$ cat config.mk
export PLATFORM = sky130hd
export DESIGN_NAME = mipsfpga_ahb_gpio_ext_flat
export DESIGN_NICKNAME = d
export VERILOG_FILES = /design/src/rtl/mipsfpga_ahb_gpio_ext_pkg.sv /design/src/rtl/mipsfpga_ahb_gpio_ext_if.sv /design/src/rtl/mipsfpga_ahb_gpio_ext_debounce.sv /design/src/rtl/mipsfpga_ahb_gpio_ext.sv /design/src/flat_wrapper.sv
export SDC_FILE = /design/constraint.sdc
export NUM_CORES = 1
export LEC_CHECK = 0
export ABC_CLOCK_PERIOD_IN_PS = 1500
export CAP_MARGIN = 20
export CORE_ASPECT_RATIO = 0.6
export CORE_MARGIN = 2
export CORE_UTILIZATION = 43
export CTS_CLUSTER_SIZE = 10
export DETAILED_ROUTE_END_ITERATION = 6
export HOLD_SLACK_MARGIN = 0.05
export MAX_ROUTING_LAYER = met4
export PLACE_DENSITY = 0.66
export SYNTH_ARGS = -nofsm -noshare
export SYNTH_HDL_FRONTEND = slang
export SYNTH_SLANG_ARGS = --single-unit
export TNS_END_PERCENT = 20
$ cat constraint.sdc
create_clock -name HCLK -period 1.5 [get_ports HCLK]
set_input_delay 0.15 -clock HCLK [delete_from_list [all_inputs] [get_ports HCLK]]
set_output_delay 0.15 -clock HCLK [all_outputs]
set_load 0.02 [all_outputs]
$ cat src/rtl/mipsfpga_ahb_gpio_ext_pkg.sv
// Shared word map for the MIPSfpga GPIO slave; the decoder and software headers
// use the same offsets.
package mipsfpga_ahb_gpio_ext_pkg;

    typedef enum logic [3:0] {
        H_GPIO_OUT     = 4'd0,
        H_GPIO_SET     = 4'd1,
        H_GPIO_CLR     = 4'd2,
        H_GPIO_TGL     = 4'd3,
        H_GPIO_IN      = 4'd4,
        H_GPIO_RAW     = 4'd5,
        H_GPIO_RISEEN  = 4'd6,
        H_GPIO_FALLEN  = 4'd7,
        H_GPIO_IRQSTAT = 4'd8,
        H_GPIO_IRQEN   = 4'd9
    } gpio_word_e;

endpackage

$ cat src/rtl/mipsfpga_ahb_gpio_ext_if.sv
// AHB-Lite slave signals used by the GPIO block (no wait states, always OKAY).
interface mipsfpga_ahb_gpio_ext_if;

    logic [5:0]  HADDR;
    logic [31:0] HWDATA;
    logic        HWRITE;
    logic        HSEL;
    logic [31:0] HRDATA;

    modport master (output HADDR, output HWDATA, output HWRITE, output HSEL, input HRDATA);
    modport slave  (input HADDR, input HWDATA, input HWRITE, input HSEL, output HRDATA);

endinterface

$ cat src/rtl/mipsfpga_ahb_gpio_ext_debounce.sv
// Input conditioning: 2-FF synchroniser, then a tick-sampled 3-agree filter.
// With BYPASS set the synchronised value is passed straight through.
module mipsfpga_ahb_gpio_ext_debounce #(
    parameter int unsigned WIDTH  = 1,
    parameter bit          BYPASS = 1'b0
) (
    input  logic             HCLK,
    input  logic             HRESETn,
    input  logic             tick_i,
    input  logic [WIDTH-1:0] pin_i,
    output logic [WIDTH-1:0] raw_o,
    output logic [WIDTH-1:0] deb_o
);

    logic [WIDTH-1:0] sync1_q;
    logic [WIDTH-1:0] sync2_q;

    always_ff @(posedge HCLK or negedge HRESETn) begin
        if (!HRESETn) begin
            sync1_q <= '0;
            sync2_q <= '0;
        end else begin
            sync1_q <= pin_i;
            sync2_q <= sync1_q;
        end
    end

    assign raw_o = sync2_q;

    generate
        if (BYPASS) begin : g_bypass
            logic unused_tick;
            assign unused_tick = tick_i;
            assign deb_o       = sync2_q;
        end else begin : g_filter
            logic [WIDTH-1:0] hist0_q;
            logic [WIDTH-1:0] hist1_q;
            logic [WIDTH-1:0] deb_q;
            logic [WIDTH-1:0] deb_d;
            logic [WIDTH-1:0] agree;

            // accept only when the current sample matches both older samples
            assign agree = ~(sync2_q ^ hist0_q) & ~(sync2_q ^ hist1_q);
            assign deb_d = (agree & sync2_q) | (~agree & deb_q);

            always_ff @(posedge HCLK or negedge HRESETn) begin
                if (!HRESETn) begin
                    hist0_q <= '0;
                    hist1_q <= '0;
                    deb_q   <= '0;
                end else if (tick_i) begin
                    hist0_q <= sync2_q;
                    hist1_q <= hist0_q;
                    deb_q   <= deb_d;
                end
            end

            assign deb_o = deb_q;
        end
    endgenerate

endmodule

$ cat src/rtl/mipsfpga_ahb_gpio_ext.sv
// GPIO slave: atomic output register, debounced inputs with per-bit edge capture
// and a level interrupt.
module mipsfpga_ahb_gpio_ext
    import mipsfpga_ahb_gpio_ext_pkg::*;
#(
    parameter int unsigned N_IN    = 23,
    parameter int unsigned N_OUT   = 27,
    parameter int unsigned DEB_DIV = 50000
) (
    input  logic                   HCLK,
    input  logic                   HRESETn,
    mipsfpga_ahb_gpio_ext_if.slave bus,
    input  logic [N_IN-1:0]        IO_IN,
    output logic [N_OUT-1:0]       IO_OUT,
    output logic                   IRQ
);

    logic             tick;
    logic [N_IN-1:0]  raw;
    logic [N_IN-1:0]  deb;
    logic [3:0]       word;
    logic             wr;
    logic [N_OUT-1:0] wd_out;
    logic [N_IN-1:0]  wd_in;
    logic [31:0]      rdata;
    logic             unused_bus;

    logic [N_OUT-1:0] out_q, out_d;
    logic [N_IN-1:0]  rise_en_q, rise_en_d;
    logic [N_IN-1:0]  fall_en_q, fall_en_d;
    logic [N_IN-1:0]  irq_stat_q, irq_stat_d;
    logic [N_IN-1:0]  stat_clr;
    logic             irq_en_q, irq_en_d;
    logic [N_IN-1:0]  deb_dly_q;
    logic             irq_q;

    generate
        if (DEB_DIV > 0) begin : g_presc
            localparam int unsigned   CW   = (DEB_DIV > 1) ? $clog2(DEB_DIV) : 1;
            localparam logic [CW-1:0] LAST = CW'(DEB_DIV - 1);
            logic [CW-1:0] presc_q;

            assign tick = (presc_q == LAST);

            always_ff @(posedge HCLK or negedge HRESETn) begin
                if (!HRESETn)  presc_q <= '0;
                else if (tick) presc_q <= '0;
                else           presc_q <= presc_q + 1'b1;
            end
        end else begin : g_no_presc
            assign tick = 1'b0;
        end
    endgenerate

    mipsfpga_ahb_gpio_ext_debounce #(
        .WIDTH  (N_IN),
        .BYPASS (DEB_DIV == 0)
    ) u_debounce (
        .HCLK    (HCLK),
        .HRESETn (HRESETn),
        .tick_i  (tick),
        .pin_i   (IO_IN),
        .raw_o   (raw),
        .deb_o   (deb)
    );

    assign word       = bus.HADDR[5:2];
    assign wr         = bus.HSEL & bus.HWRITE;
    assign wd_out     = bus.HWDATA[N_OUT-1:0];
    assign wd_in      = bus.HWDATA[N_IN-1:0];
    assign unused_bus = &{1'b0, bus.HADDR[1:0], bus.HWDATA};

    always_comb begin
        out_d     = out_q;
        rise_en_d = rise_en_q;
        fall_en_d = fall_en_q;
        irq_en_d  = irq_en_q;
        stat_clr  = '0;
        if (wr) begin
            case (word)
                H_GPIO_OUT:     out_d     = wd_out;
                H_GPIO_SET:     out_d     = out_q | wd_out;
                H_GPIO_CLR:     out_d     = out_q & ~wd_out;
                H_GPIO_TGL:     out_d     = out_q ^ wd_out;
                H_GPIO_RISEEN:  rise_en_d = wd_in;
                H_GPIO_FALLEN:  fall_en_d = wd_in;
                H_GPIO_IRQSTAT: stat_clr  = wd_in;
                H_GPIO_IRQEN:   irq_en_d  = bus.HWDATA[0];
                default: ;
            endcase
        end
        // a captured edge overrides a same-cycle W1C on that bit
        irq_stat_d = (irq_stat_q & ~stat_clr)
                   | (deb & ~deb_dly_q & rise_en_q)
                   | (~deb & deb_dly_q & fall_en_q);
    end

    always_ff @(posedge HCLK or negedge HRESETn) begin
        if (!HRESETn) begin
            out_q      <= '0;
            rise_en_q  <= '0;
            fall_en_q  <= '0;
            irq_stat_q <= '0;
            irq_en_q   <= 1'b0;
            deb_dly_q  <= '0;
            irq_q      <= 1'b0;
        end else begin
            out_q      <= out_d;
            rise_en_q  <= rise_en_d;
            fall_en_q  <= fall_en_d;
            irq_stat_q <= irq_stat_d;
            irq_en_q   <= irq_en_d;
            deb_dly_q  <= deb;
            irq_q      <= irq_en_q & (|irq_stat_q);
        end
    end

    always_comb begin
        rdata = '0;
        case (word)
            H_GPIO_OUT:     rdata[N_OUT-1:0] = out_q;
            H_GPIO_IN:      rdata[N_IN-1:0]  = deb;
            H_GPIO_RAW:     rdata[N_IN-1:0]  = raw;
            H_GPIO_RISEEN:  rdata[N_IN-1:0]  = rise_en_q;
            H_GPIO_FALLEN:  rdata[N_IN-1:0]  = fall_en_q;
            H_GPIO_IRQSTAT: rdata[N_IN-1:0]  = irq_stat_q;
            H_GPIO_IRQEN:   rdata[0]         = irq_en_q;
            default: ;
        endcase
    end

    assign bus.HRDATA = rdata;
    assign IO_OUT     = out_q;
    assign IRQ        = irq_q;

endmodule

$ cat src/flat_wrapper.sv
// flat-port wrapper written by rule: the top's interface ports become plain ports
module mipsfpga_ahb_gpio_ext_flat import mipsfpga_ahb_gpio_ext_pkg::*;
#(
    parameter int unsigned N_IN    = 23,
    parameter int unsigned N_OUT   = 27,
    parameter int unsigned DEB_DIV = 50000
)
  (HCLK, HRESETn, IO_IN, IO_OUT, IRQ, bus_HADDR, bus_HWDATA, bus_HWRITE, bus_HSEL, bus_HRDATA);
  mipsfpga_ahb_gpio_ext_if bus_i ();
  input  logic HCLK;
  input  logic HRESETn;
  input  logic [N_IN-1:0] IO_IN;
  output logic [N_OUT-1:0] IO_OUT;
  output logic IRQ;
  input wire logic [$bits(bus_i.HADDR)-1:0] bus_HADDR;
  input wire logic [$bits(bus_i.HWDATA)-1:0] bus_HWDATA;
  input wire logic [$bits(bus_i.HWRITE)-1:0] bus_HWRITE;
  input wire logic [$bits(bus_i.HSEL)-1:0] bus_HSEL;
  output wire logic [$bits(bus_i.HRDATA)-1:0] bus_HRDATA;
  assign bus_i.HADDR = bus_HADDR;
  assign bus_i.HWDATA = bus_HWDATA;
  assign bus_i.HWRITE = bus_HWRITE;
  assign bus_i.HSEL = bus_HSEL;
  assign bus_HRDATA = bus_i.HRDATA;
  mipsfpga_ahb_gpio_ext #(.N_IN(N_IN), .N_OUT(N_OUT), .DEB_DIV(DEB_DIV)) u_core (.HCLK(HCLK), .HRESETn(HRESETn), .bus(bus_i), .IO_IN(IO_IN), .IO_OUT(IO_OUT), .IRQ(IRQ));
endmodule
After elaboration in Yosys (flattened, before gate mapping)
Index checks and enable logic that the tools add are counted.

Add/sub/neg operators: 1. Eq/ne operators: 10. Multiplexer cells: 7. Bitwise gates (word level): 25. Reductions and logical operators: 7.

Operators with widths (number): AND 23 bit (8); NOT 23 bit (6); one-hot mux 22 bit (6 select lines) (1); one-hot mux 27 bit (4 select lines) (1); OR 23 bit (3); 2-to-1 mux 23 bit (2); bitwise XOR 23 bit (2); AND 27 bit (1); NOT 27 bit (1); OR 27 bit (1); bitwise XOR 27 bit (1); OR reduction 23 bit (1); adder 16 x 1 -> 16 bit, second input constant (1); == test 16 bit, second input constant (1); == test 4 x 3 -> 1 bit, second input constant (4); 2-to-1 mux 16 bit (1); == test 4 x 2 -> 1 bit, second input constant (2); == test 4 bit, second input constant (2); AND reduction 2 bit (4); one-hot mux 1 bit (7 select lines) (1); == test 4 x 1 -> 1 bit, second input constant (1); zero test 4 bit (1); 2-to-1 mux 4 bit (1); nonzero test 4 bit (1); AND 1 bit (2).

Bits in registers: 252. Bits of input ports: 65. Output and inout port bits: 60. Logic and storage cells: 63.

Longest topological paths before layout
Gate-level depths: netlist (run 1).

Word-level depth: 7. Depth in mapped cells: 8. Mapped depth without buffers: 5.

Hierarchy
From an unflattened synthesis (run 1), not the netlist that was laid out.

Cells, all modules: 1091. Area, all modules: 12146.6 um^2.

Modules (own cells, without submodules): mipsfpga_ahb_gpio_ext (instances 1, cells each 805, area each 7956.4 um^2, seq. area each 3428.3 um^2); mipsfpga_ahb_gpio_ext_debounce (instances 1, cells each 286, area each 4190.3 um^2, seq. area each 2877.8 um^2).

Worst setup path before layout (run 1)
OpenSTA, ideal clock, no wires.

Kind: input-to-output. Start point: in bus_HADDR[3]. End point: out bus_HRDATA[23]. Data arrival time: 1490 ps. Data required time: 1350 ps. Slack: -140 ps. Stages on the path: 5. Path buffers: 3. Cells stage by stage: buf_4 or2_1 buf_2 buf_1 nor4_1.

Longest elaborated chain between the ends: 2.

Ends and longest elaborated chain: start: declaration (line flat_wrapper.sv:15) `input wire logic [$bits(bus_i.HADDR)-1:0] bus_HADDR;`; zero test 4 bit (line mipsfpga_ahb_gpio_ext.sv:120) `case (word)`; 2-to-1 mux 4 bit (line mipsfpga_ahb_gpio_ext.sv:120); end: declaration (line flat_wrapper.sv:19) `output wire logic [$bits(bus_i.HRDATA)-1:0] bus_HRDATA;`.

No other way between the ends.

Final worst setup path (run 1)
Start point: reg u_core.out_q[0], in the netlist u_core.IO_OUT[0]. End point: out bus_HRDATA[0].

Longest elaborated chain between the ends: 1.

Ends and longest elaborated chain: start: declaration (line mipsfpga_ahb_gpio_ext.sv:28) `logic [N_OUT-1:0] out_q, out_d;`; start signal: assignment (line mipsfpga_ahb_gpio_ext.sv:108) `out_q <= out_d;`; one-hot mux 1 bit (7 select lines) (line mipsfpga_ahb_gpio_ext.sv:120).

No other way between the ends.

==> results of run 1 <==
==> timing repair <==
| action | CTS | global route |
|---|---|---|
| hold buffers | 12 | 0 |
| buffers inserted | 26 | 16 |
| endpoints found under the hold margin | 263 | 0 |
| setup endpoints to repair | 224 | 128 |
| pin swaps | 39 | 52 |
| cloned | 10 | 4 |
| gates resized for setup | 328 | 143 |
==> worst paths after layout <==
kind,startpoint,to,slack (ns),cells after the start
setup / recovery,u_core.IO_OUT[0],bus_HRDATA[0],-0.50,5
hold / removal,IO_IN[17],u_core.u_debounce.sync1_q[17],0.06,1
setup reg to reg,u_core.g_presc.presc_q[7],flop,-0.30,7
hold reg to reg,u_core.u_debounce.sync1_q[16],u_core.u_debounce.raw_o[16],0.34,0
max in group asynchronous,HRESETn,u_core.IO_OUT[6],0.74,3
min in group asynchronous,HRESETn,u_core.IO_OUT[21],0.10,2
==> power groups by stage <==
stage	Sequential, mW	Clock, mW	Combinational, mW
floorplan	8.06	0	1.25
global placement	8.01	0	2.95
detailed placement	8.00	0	3.04
CTS	7.91	6.13	3.16
global route	8.03	6.39	3.50
finish	7.98	6.03	3.22
==> cell usage in the layout (no fill, tap or decap), types with 33 or more instances in the layout <==
| cell | count |
|---|---|
| dfrtp_1 | 239 |
| buf_4 | 187 |
| nand2_1 | 169 |
| nor2_1 | 59 |
| ha_1 | 54 |
| inv_1 | 53 |
| clkdlybuf4s50_1 | 52 |
| mux2_2 | 48 |
| a21oi_1 | 47 |
| buf_6 | 43 |
| a22oi_2 | 40 |
| clkbuf_16 | 33 |
==> area by class of cell <==
| type | instances | area [um2] |
|---|---|---|
| clock buffers | 31 | 733 |
| clock inverters | 2 | 17.5 |
| fillers | 2107 | 10200 |
| inverters | 56 | 210 |
| multi-input cells | 766 | 5830 |
| flip-flops and latches | 252 | 6320 |
| well taps | 367 | 459 |
| repair buffers | 372 | 3660 |
==> through the flow <==
step,utilization,setup TNS (ns)
2_1_floorplan,-,-2.53
3_3_place_gp,0.542,-92.05
6_report,0.628,-15.84
4_1_cts,0.601,-10.87
5_1_grt,0.628,-22.97
3_5_place_dp,0.542,-95.08
==> critical path: stages (launching register included) <==
cell and delay, ns:
dfrtp_1 0.36, or3b_4 0.39, a211oi_4 0.25, a21oi_2 0.06
nand3_2 0.12, buf_6 0.13
==> layer usage <==
metal	GRT usage	wire length, um
met1	0.389	17700
met2	0.357	16300
met3	0.0626	3360
met4	0.0627	1020
met5	-	0
==> state kept, by name, summed over array words and instances, names as in the netlist, named ones only <==
name and count:
u_core.IO_OUT 27, u_core.deb_dly_q 23, u_core.fall_en_q 23, u_core.irq_stat_q 23
u_core.rise_en_q 23, u_core.u_debounce.g_filter.hist0_q 23, u_core.u_debounce.g_filter.hist1_q 23, u_core.u_debounce.raw_o 23
u_core.u_debounce.sync1_q 23, u_core.g_presc.presc_q 16, u_core.IRQ 1, u_core.irq_en_q 1
==> cells by family (layout without fill, tap and decap cells) <==
group           count (synthesis)  count (layout)  share of synthesized area
simple gates                  398             398                      0.160
flops                         252             252                      0.526
compound gates                220             220                      0.119
buf+inv                       123             461                     0.0497
mux                            75              75                     0.0779
fa+ha+maj                      55              55                     0.0574
xor+xnor                       13              13                    0.00950
other cells                     1               5                   0.000313
==> results.md, run 1 <==
- Hpwl dp: 23,400 um
- H-tree Lvls: 1
- Cts bufs inserted: 29
- PortBufs: 112
- Pleak: 8.03 nW
- Setup violators final: 104
- Gpl congestion: 0.883
- Layout Cells excl Fill: 1,846
- Total gr overflow: 0
- Failing checks: setup timing
- DP Cell Count: 1,746
- Placement Cell Area: 14,900 um2
- PnR Total Power: 17.2 mW
- Largest net degree at the start of global routing: 56
- Slew Limit Fails: 0
- Final Hold Slack: 0.0584 ns
- CTS sink count: 252
- Maximum clock rate: 0.501 GHz
- CP Capture Type: output port
- Yosys cell types: 49
- Final wirelength: 38,400 um
- Switch Pwr: 4.82 mW
- Critical Path AT: 1.85 ns
- Switching share of power: 0.280
- Area grow syn2layout: 43.8%
- Vias per cell: 5.62
- DIE AREA: 29,300 um2
- Post-synth top flop: dfrtp_1
- Die Width: 220 um
- Flops & latches, synth: 252
- Final Critical Period: 2.00 ns
- Setup WS pre-CTS: -1.01 ns
- Share of layout cells above drive strength 1: 0.377
- # DRC: 0
- Status: complete, but fails checks
- Register area share after synthesis: 0.526
- Critical path data required time: 1.35 ns
- RSZ-0062 raised after global routing: true
- Initial antenna violation count: 0
- TritonCTS clock tree: done
- Core footprint: 27,500 um2
- Clock share of power: 0.350
- EDFF count, synth: 0
- Logic gate share of total power: 0.187
- Clk_skew: 0.00859 ns
- Pint: 12.4 mW
- Longest Clk Path Bufs: 3
- Final Hold Fails: 0
- Count leader, synth: dfrtp_1
- Row count: 47
- First-pass GRT wire length: 57,500 um
- Top Ports: 125
- Synth Cell Area: 12,000 um2
- Post-synth ARST share: 1.00
- Hold Crit Class: in2reg
- Post-Syn Area per Cell: 10.5 um2
- Sequential share of power: 0.463
- Root Buffer: clkbuf_16
- WL per Instance: 20.8 um
- Instance count of the mapped netlist: 1,137
- Power per cell area: 1000 nW/um2
- CP Max Fanout: 2
- GRT Util Overall: 0.262
- Initial core utilization: 0.437
- Yosys top cell area share: 0.526
- Initial DRT Pass Iterations: 6
- Maxcap violations: 0
- Antenna viol nets, final: 0
- Vias in the first global route: 10,016
- Clock latency on the worst-skew pair: 0.54 ns
- Synth warnings: 0
- Top cells by count, synth: dfrtp_1, nand2_1, a22oi_1
- Die H: 133 um
- Synth top area cells: dfrtp_1, nand2_1, ha_1, mux2_2, a22oi_1
- Worst-Margin Slew: 0.625 ns
- Critical Path Source Type: flop
- Crit share post-route: 1.33
- Final nets: 1,597
- Crit Path Category: reg2out
- Via count: 10,369
- Diode count: 0
- Initial DRC count: 1,071
- Yosys top cell by area: dfrtp_1
- Final setup margin: -0.496 ns
- Worst rel slew slack: 0.583
- Final Cell Area: 17,200 um2
- Clock-pin slew on the worst setup and hold paths: 0.06 ns
- Max VDD drop: 0.000699 V
Note: power is estimated with default switching activity, not from simulation.
==> run 2: changes to the inputs <==
--- a/config.mk
+++ b/config.mk
@@ -14,7 +14,8 @@
 export DETAILED_ROUTE_END_ITERATION = 6
 export HOLD_SLACK_MARGIN = 0.05
 export MAX_ROUTING_LAYER = met4
-export PLACE_DENSITY = 0.66
+export PLACE_DENSITY_LB_ADDON = 0.08
+export SLEW_MARGIN = 30
 export SYNTH_ARGS = -nofsm -noshare
 export SYNTH_HDL_FRONTEND = slang
 export SYNTH_SLANG_ARGS = --single-unit
==> run 2 against run 1 <==
The run still ends with setup timing left. Critical path type unchanged. First-iteration DRC count decreased by 24%. Total power decreased by 0.12%. Sequential power about the same. Largest power group unchanged. Register-to-register slack improved by 0.07 ns. Combinational power decreased by 4%. Via count decreased by 4.1%. Die area unchanged. Cell count increased by 0.16%.
==> results.md, run 2 (synthesis gave the netlist of run 1 again) <==
- Status: complete, but fails checks
- Failing checks: setup timing
- Setup violators final: 101
- Largest net degree at the start of global routing: 66
- Cell count along the critical path: 5
- Critical Path Max Stage Delay: 0.39 ns
- Critical Path Source Type: flop
- Hold Crit Class: in2reg
- Clock-pin slew on the worst setup and hold paths: 0.06 ns
- Initial antenna violation count: 1
- Max reg flops: 27
- Worst Setup SP: u_core.IO_OUT[0]
- Via count: 9,939
- Layout Cells excl Fill: 1,849
- Crit share post-route: 1.33
- Power per cell area: 1020 nW/um2
- Maximum clock rate: 0.503 GHz
- PortBufs: 112
- H-tree Lvls: 1
- Worst Path Buf+Inv: 1
- Final Util: 0.613
- Placement Cell Area: 14,900 um2
- CP Capture Type: output port
- Commonest non-fill, non-tap cells in the layout: dfrtp_1, nand2_1, buf_4, a22oi_1, nor2_1
- Share of layout cells above drive strength 1: 0.327
- Initial core utilization: 0.437
- Critical Path AT: 1.84 ns
- CTS sink count: 252
- Final Critical Period: 1.99 ns
- Area grow syn2layout: 40.5%
- Root Buffer: clkbuf_16
- Gpl congestion: 0.893
- DIE AREA: 29,300 um2
- Clock latency on the worst-skew pair: 0.57 ns
- GRT Util Overall: 0.249
- WL per Instance: 19.8 um
- Longest Clk Path Bufs: 3
- Slew Limit Fails: 0
- Vias per cell: 5.38
- Cts bufs inserted: 29
- Vias in the first global route: 9,407
- First-pass GRT wire length: 54,400 um
- CP delay by family, top: simple AND/OR/NAND/NOR gates
- Most common cell after layout, fill and taps aside: dfrtp_1
- Row count: 47
- Slowest cell on crit path: or3b_4
- Clk_skew: 0.0202 ns
- Crit path to: bus_HRDATA[0]
- Total gr overflow: 0
- Hpwl dp: 23,600 um
- CP Max Fanout: 2
- Antenna viol nets, final: 0
- # DRC: 0
- DP Cell Count: 1,747
- Final wirelength: 36,600 um
- Crit Path Category: reg2out
- WHS Path Cells: 3
- Final nets: 1,597
- RSZ-0062 raised after global routing: true
- Final Hold Fails: 0
- Reg-to-Reg Start: u_core.g_presc.presc_q[10]
- Initial DRC count: 816
- Maxcap violations: 0
- Die H: 133 um
- Critical path data required time: 1.35 ns
- Top Ports: 125
- Critical-path cell list: or3b_4 -> a211oi_2 -> a21oi_2 -> nand3_2 -> buf_6
- Max VDD drop: 0.000683 V
- FF-to-FF setup slack: -0.23 ns
- Final Cell Area: 16,800 um2
- Die Width: 220 um
- Final setup margin: -0.489 ns
- R2R depth: 7
- Pleak: 7.91 nW
- TritonCTS clock tree: done
- Initial DRT Pass Iterations: 5
- Core footprint: 27,500 um2
- Final TNS setup: -13.42 ns
- Setup WS pre-CTS: -1.05 ns
-- run 2: changes by cell type in the layout (fill, tap and decap cells not counted), moves of 6 or more --
cell,before,now
buf_16,9,2
dfrtp_1,239,245
nand2_1,169,181
nand3_2,14,5
dfrtp_2,13,7
dlygate4sd3_1,12,25
buf_4,187,174
a22oi_2,40,9
nand3_1,16,25
buf_2,26,35
nand2_2,22,13
a22oi_1,26,57
buf_6,43,34
-- run 2: stage by stage --
| step | hold slack [ns] | power [mW] |
|---|---|---|
| finish | 0.251 | 17.2 |
| global route | 0.287 | 18.0 |
| CTS | 0.236 | 17.3 |
| detailed placement | 0.0415 | 11.1 |
| global placement | 0.0380 | 11.0 |
| floorplan | -0.146 | 9.31 |
-- run 2: per-layer routing --
| metal | track usage | vias up | wire [um] |
|---|---|---|---|
| li1 | - | 4697 | - |
| met1 | 0.387 | 4903 | 18400 |
| met3 | 0.0470 | 57 | 2360 |
| met5 | - | - | 0 |
| met4 | 0.0563 | 0 | 800 |
| met2 | 0.332 | 282 | 15100 |
-- run 2: cell type report --
type | count | area (um2)
multi-input combinational | 766 | 5490
sequential | 252 | 6310
tap | 367 | 459
antenna | 1 | 2.50
clock inverter | 2 | 25.0
fill | 2287 | 10600
inverter | 56 | 210
timing repair buffer | 372 | 3590
clock buffer | 33 | 751
-- run 2: timing repair --
item / CTS / global route
gates resized for setup: 283 / 93
endpoints found under the setup margin: 224 / 143
hold buffers: 25 / 0
buffers inserted: 14 / 17
hold endpoints to repair: 275 / 0
cloned: 4 / 6
pin swaps: 16 / 35
-- run 2: where the power goes --
group          internal (mW)  switching [mW]
Sequential              7.38           0.581
Combinational           1.59            1.52
Clock                   3.48            2.66
Total                   12.5            4.76
-- run 2: how the worst min path moves through the flow --
stage	slack (ns)	end	start
floorplan	-0.15	async pin	HRESETn
global placement	0.04	u_core.u_debounce.raw_o[18]	HRESETn
detailed placement	0.04	u_core.u_debounce.g_filter.hist0_q[18]	HRESETn
CTS	0.24	u_core.IO_OUT[26]	bus_HWDATA[26]
global route	0.29	u_core.IO_OUT[26]	bus_HWDATA[26]
finish	0.25	u_core.IO_OUT[26]	bus_HWDATA[26]
-- run 2: worst reg2reg max path, delay by kind of cell (launching register included) --
kind,cells,cell delay (ns)
flip-flops,1,0.41
AND/OR/NAND/NOR,4,0.73
buffers and inverters,3,0.48
